--- src/rtl/memwb.sv ---
// Memory-access stage and MEM/WB pipeline register: issues data-memory
// requests over a req/ack handshake, stalls upstream while busy, registers writeback.
module memwb #(
  parameter int TIMEOUT = 16
) (
  input  logic        clk,
  input  logic        rst,
  input  logic [31:0] i_busC,
  input  logic [31:0] i_busB,
  input  logic [4:0]  i_rd,
  input  logic        i_GPRWR,
  input  logic        i_DMWR,
  input  logic        i_MTR,
  input  logic        i_lw,
  output logic        o_dm_req,
  output logic        o_dm_we,
  output logic [31:0] o_dm_addr,
  output logic [31:0] o_dm_wdata,
  input  logic        i_dm_ack,
  input  logic [31:0] i_dm_rdata,
  output logic        o_stall,
  output logic [31:0] o_wdata,
  output logic [4:0]  o_rd,
  output logic        o_GPRWR,
  output logic        o_lw,
  output logic        o_err
);

  typedef enum logic {IDLE, BUSY} state_t;

  localparam logic [7:0] CNT_LAST = 8'(TIMEOUT - 1);

  state_t      state;
  logic [7:0]  cnt;
  logic [31:0] busc_p1;
  logic [4:0]  rd_p1;
  logic        gprwr_p1;
  logic        mtr_p1;
  logic        lw_p1;

  logic access;
  logic timeout_hit;

  // Register r0 is hardwired to zero, so a write to it is never enabled.
  function automatic logic wb_en(input logic gprwr, input logic [4:0] rd);
    return gprwr & (rd != 5'd0);
  endfunction

  function automatic logic [31:0] word_addr(input logic [31:0] addr);
    return {addr[31:2], 2'b00};
  endfunction

  assign access      = i_DMWR | i_MTR;
  assign timeout_hit = (state == BUSY) & ~i_dm_ack & (cnt == CNT_LAST);
  assign o_stall     = ((state == IDLE) & access & ~rst) |
                       ((state == BUSY) & ~i_dm_ack & ~timeout_hit);

  always_ff @(posedge clk) begin
    if (rst) begin
      state      <= IDLE;
      cnt        <= 8'd0;
      o_dm_req   <= 1'b0;
      o_dm_we    <= 1'b0;
      o_dm_addr  <= 32'd0;
      o_dm_wdata <= 32'd0;
      o_wdata    <= 32'd0;
      o_rd       <= 5'd0;
      o_GPRWR    <= 1'b0;
      o_lw       <= 1'b0;
      o_err      <= 1'b0;
      busc_p1    <= 32'd0;
      rd_p1      <= 5'd0;
      gprwr_p1   <= 1'b0;
      mtr_p1     <= 1'b0;
      lw_p1      <= 1'b0;
    end else if (state == IDLE) begin
      if (access) begin
        // Load wins when both DMWR and MTR are set; misalignment is flagged but the aligned access proceeds.
        o_dm_addr  <= word_addr(i_busC);
        o_dm_wdata <= i_busB;
        o_dm_we    <= i_DMWR & ~i_MTR;
        o_dm_req   <= 1'b1;
        busc_p1    <= i_busC;
        rd_p1      <= i_rd;
        gprwr_p1   <= i_GPRWR;
        mtr_p1     <= i_MTR;
        lw_p1      <= i_lw;
        cnt        <= 8'd0;
        state      <= BUSY;
        o_GPRWR    <= 1'b0;
        o_lw       <= 1'b0;
        if (i_busC[1:0] != 2'b00) o_err <= 1'b1;
      end else begin
        o_wdata <= i_busC;
        o_rd    <= i_rd;
        o_GPRWR <= wb_en(i_GPRWR, i_rd);
        o_lw    <= i_lw;
      end
    end else begin
      if (i_dm_ack) begin
        o_dm_req <= 1'b0;
        state    <= IDLE;
        o_wdata  <= mtr_p1 ? i_dm_rdata : busc_p1;
        o_rd     <= rd_p1;
        o_GPRWR  <= wb_en(gprwr_p1, rd_p1);
        o_lw     <= lw_p1;
      end else begin
        o_GPRWR <= 1'b0;
        o_lw    <= 1'b0;
        if (timeout_hit) begin
          o_dm_req <= 1'b0;
          o_err    <= 1'b1;
          state    <= IDLE;
        end else begin
          cnt <= cnt + 8'd1;
        end
      end
    end
  end

endmodule

--- config.mk ---
export PLATFORM = sky130hd
export DESIGN_NAME = memwb
export DESIGN_NICKNAME = d
export VERILOG_FILES = /design/src/rtl/memwb.sv
export SDC_FILE = /design/constraint.sdc
export NUM_CORES = 1
export LEC_CHECK = 0
export CORE_MARGIN = 3
export CORE_UTILIZATION = 44
export CTS_CLUSTER_DIAMETER = 50
export DETAILED_ROUTE_END_ITERATION = 8
export GPL_ROUTABILITY_DRIVEN = 0
export PLACE_DENSITY = 0.93
export SYNTH_ARGS = -nofsm -noshare
export SYNTH_HDL_FRONTEND = slang
export SYNTH_SLANG_ARGS = --single-unit
--- constraint.sdc ---
create_clock -name clk -period 1.9 [get_ports clk]
set_input_delay 0.285 -clock clk [delete_from_list [all_inputs] [get_ports clk]]
set_output_delay 0.285 -clock clk [all_outputs]
set_load 0.005 [all_outputs]
# After elaboration in Yosys (flattened, before gate mapping)
# Index checks and enable logic that the tools add are counted.
[totals]
regBits = 153
n_memories = 0
mem_bits_ro = 0
out_inout_bits = 107
ram_bits = 0
latch_bits = 0
word_cells = 79
[op_classes]
n_mux = 30
add_sub_neg = 1
shift = 0
div = 0
n_eq_ne = 7
bitwise = 15
mul = 0
n_reduce_logical = 10
magnitude_cmp = 0
[op_table]
columns = ["cell", "count"]
rows = [
  ["32-bit two-way mux", 4],
  ["8-bit two-way mux", 4],
  ["1-bit two-way mux", 19],
  ["5-bit two-way mux", 3],
  ["5-bit nonzero test", 2],
  ["8-bit by 1-bit adder with 8-bit output, second input constant", 1],
  ["1-bit bitwise AND", 8],
  ["8-bit by 4-bit equality test with 1-bit output, second input constant", 1],
  ["2-bit inequality test, second input constant", 4],
  ["2-bit AND reduction", 3],
  ["2-bit nonzero test", 3],
  ["1-bit inverter", 5],
  ["4-bit AND reduction", 1],
  ["3-bit by 2-bit inequality test with 1-bit output, second input constant", 1],
  ["3-bit AND reduction", 1],
  ["2-bit by 1-bit inequality test with 1-bit output, second input constant", 1],
  ["1-bit bitwise OR", 2],
]

# Depth between registers and ports, before layout
[logic_depth]
word_depth = 6
depth_mapped = 6
mapped_depth_nobuf = 4

# Least setup slack after synthesis
# Ideal clock, no wire load.
[synth_timing]
kind = "register to register"
startpoint = "register cnt[4]"
endpoint = "register cnt[0]"
stages_incl_launch_ff = 4
slack_ns = 0.277
arrival_time_ns = 1.502
n_path_buf = 0
period_less_slack_ns = 1.623
setup_ns = 0.121
cell_sequence = "dfxtp_1 -> nor4_1 -> a21o_1 -> mux2_2"
[synth_via]
elab_chain_cells = 4
[synth_rtl]
columns = ["element", "line_no", "text"]
rows = [
  ["from (decl)", "34", "logic [7:0] cnt;"],
  ["from (signal assigned)", "115", "cnt <= cnt + 8'd1;"],
  ["8-bit by 4-bit equality test with 1-bit output", "54", "assign timeout_hit = (state == BUSY) & ~i_dm_ack & (cnt == CNT_LAST);"],
  ["1-bit bitwise AND", "54", ""],
  ["2-bit inequality test (no line)", "n/a", ""],
  ["3-bit AND reduction (no line)", "n/a", ""],
]
# Every way passes these cells.
# A chain may end at the register's enable or synchronous reset.

# Worst setup path after layout
[layout_timing]
startpoint = "register cnt[0]"
endpoint = "output o_stall"
[layout_via]
elab_chain_cells = 5
[layout_rtl]
columns = ["element", "line_no", "text"]
rows = [
  ["8-bit by 4-bit equality test with 1-bit output", "54", ""],
  ["1-bit bitwise AND", "54", ""],
  ["1-bit inverter", "56", "((state == BUSY) & ~i_dm_ack & ~timeout_hit);"],
  ["1-bit bitwise AND", "56", ""],
  ["1-bit bitwise OR", "55", "assign o_stall = ((state == IDLE) & access & ~rst) |"],
  ["to (decl)", "21", "output logic o_stall,"],
]
# Every way passes these cells.

==> impl_metrics.toml <==
[timing]
period_share_pct = 94.8
period_minus_slack_ps = 1800
drv_slew = 0
finClkSkew_ps = 9.76
fmax_mhz = 555
finalSetupViolations = 0
hold_slack_ps = 391
grt_setup_unrepaired = "no"
final_hold_viol_count = 0

[setup_path]
crit_cells = 5
r2r_start = "state$_SDFF_PP0_"
critical_path_class = "flip-flop to primary output"
path_cells = "ha_2 > and3_1 > a21o_1 > o21ai_0 > buf_2"
cp_max_fo = 4
worstPathArrival_ps = 1520
crit_path_top_delay_cell = "dfxtp_1"
critPathLaunch = "cnt[0]$_SDFFE_PP0P_"
worstRegToRegCells = 5
critPathMaxStageDelay_ps = 330
cp_num_buf_inv = 1
reg2reg_to = "o_wdata[8]$_SDFFE_PP0P_"
cp-endpoint = "o_stall"
startpoint_type = "flip-flop"
end_kind = "primary output"
cp.required_ps = 1620
reg2reg_slack_ps = 170
crit_family = "flip-flops"

[logic_synthesis]
ys_async_sr_fraction_pct = 0
ys_ff_latch = 123
synth_edf_count = 0
synthCells = 650
yosysWarnings = 0
synth-main-ff-cell = "dfxtp_1"
synth_cell_type_count = 39
ys_seq_area_share_pct = 45.5
postSynthAreaPerCell_sq_um = 8.32
yosys.area.top_type = "dfxtp_1"
synth.area.top_cells = "dfxtp_1, a21oi_1, nand2_1"
yosysTopAreaCellShare_pct = 45.5
netlist_area_sq_um = 5410

[clocking]
ctsHoldBuffers = 0
clock_latency_ps = 410
cts_tree = "done"
clk_path_buf_depth = 2
root_buffer = "clkbuf_16"
ctsHtreeMaxLevel = 4
cts_made_buffers = 17
path_clk_slew_ps = 50
clock_sinks = 123

[status]
outcome = "completed"

[drt]
vias_per_cell = 5.53
routed-wl-met2_microns = 8060
drtIter0Drc = 449
route.met3.wl_microns = 1530
wl_met1_microns = 6650
ant_nets = 0
wire_per_inst_microns = 17.0
dr.pass1.iters = 6
finalWirelength_microns = 16700
vias = 5440
topRoutingLayerUsed = "met4"
drcViolationCount = 0

[cells_and_area]
synthToLayoutAreaGrowth_pct = 51.5
final_common_cell = "clkdlybuf4s50_1"
mostFrequentLayoutCells = "clkdlybuf4s50_1, nand2_1, dfxtp_1, a21oi_1, buf_4"
layout-drive-gt1-share_pct = 10.7
final_cells = 983
diodes = 0
nets = 936
utilization_pct = 70.0

[power]
power_leakage_nw = 3.14
ir_drop_v = 0.000666
power_density_nw_per_um2 = 927

[floorplanning]
die_h_microns = 117
ios = 215
die-area_sq_um = 13700
start_util_pct = 46.2
fp-row-count = 39
coreArea_sq_um = 11700
die-width_microns = 117

[placed_design]
dp.cells = 951
port_buffers = 212
post-dp-hpwl_microns = 11700

[global_route]
grt_overflow = 0
grt_pass1_wl_microns = 25900
grt_pass1_vias = 5199
track_usage_pct = 24.0
antenna_found_initial = 0
grt_max_degree = 58

[worst_hold_path]
hold_path_class = "input port to flip-flop"

[run]
cap_violations = 0
## through the flow
step	setup slack, ps	power, mW	area [sq um]	TNS [ps]
4_1_cts	46.8	7.65	8190	0
3_5_place_dp	-105	4.39	7600	-1340
5_1_grt	4.46	7.89	8200	0
2_1_floorplan	277	3.61	5410	0
3_3_place_gp	-37.4	4.36	7600	-272
6_report	98.9	7.60	8200	0
## per-layer routing
layer	track usage, %	vias up
met2	40.3	269
met4	10.6	0
met1	27.7	2510
li1	-	2614
met3	8.38	47
met5	0	-
## cells in the mapped netlist (2+ instances only)
cell	instances
buf_1	11
and3_1	3
inv_1	3
nor4_1	2
o31ai_1	20
or4_1	4
a211oi_1	6
mux2i_1	20
a21oi_1	113
dfxtp_1	123
nor3_1	7
nand2_1	148
buf_4	32
nand3_1	18
mux2_2	20
a221o_1	13
clkbuf_1	28
o21ai_0	4
buf_2	14
a22oi_1	19
a31oi_1	2
nor2b_1	2
nand2b_1	2
nor2_1	17
or3_1	4
nand4b_1	2
## repair_timing
| item | 4_1_cts | 5_1_grt |
|---|---|---|
| resized for setup | 5 | 1 |
| pin swaps | 0 | 0 |
| buffers inserted | 0 | 0 |
| endpoints found under the setup margin | 1 | 1 |
## logic make-up (layout without fill, tap and decap cells)
logic type               Yosys count  count (layout)  synth area share (%)
adder cells (fa/ha/maj)            1               1                 0.231
flip-flops                       123             123                  45.5
buffers and inverters             89             278                  8.86
AND/OR/NAND/NOR                  211             211                  16.4
AO/OA/AOI/OAI                    185             185                  21.0
multiplexers                      40              40                  7.86
other                              1               2                0.0693
## registers in the layout, indices dropped and copies added (netlist names)
signal	count
busc_p1	32
o_dm_wdata	32
o_wdata	32
cnt	8
o_rd	5
rd_p1	5
gprwr_p1	1
lw_p1	1
mtr_p1	1
o_GPRWR	1
o_dm_req	1
o_dm_we	1
o_err	1
o_lw	1
state	1
## report_power, final
part	switching [mW]	leakage, nW	total (mW)	internal [mW]
clock network	1.16	0.283	3.25	2.09
registers	0.127	1.01	2.91	2.78
logic	0.618	1.84	1.43	0.815
total	1.91	3.14	7.59	5.69
## final cells by class
cell class	instances	area, sq um
clock buffers	21	450
clock inverters	11	145
fillers	904	3510
inverters	3	11.3
multi-input cells	439	2500
flip-flops and latches	123	2460
well taps	143	179
repair buffers	243	2450
## worst reg2reg max path, delay by kind of cell (launching register included)
kind | cells | cell delay (ps)
AO/OA/AOI/OAI | 2 | 530
buffers and inverters | 2 | 500
flip-flops | 1 | 460
AND/OR/NAND/NOR | 1 | 160
## worst min path at each step
stage / startpoint / to / slack, ps / depth (start not counted)
after floorplan: i_lw / lw_p1$_SDFFE_PP0N_ / 420 / 2
after global placement: lw_p1$_SDFFE_PP0N_ / lw_p1$_SDFFE_PP0N_ / 440 / 2
after detailed placement: o_dm_wdata[10]$_SDFFE_PP0N_ / o_dm_wdata[10]$_SDFFE_PP0N_ / 450 / 2
after CTS: rst / mtr_p1$_SDFFE_PP0N_ / 380 / 3
after global routing: rst / o_dm_wdata[24]$_SDFFE_PP0N_ / 420 / 3
final: rst / mtr_p1$_SDFFE_PP0N_ / 390 / 3
No activity file was read; power rests on OpenSTA's default activity.
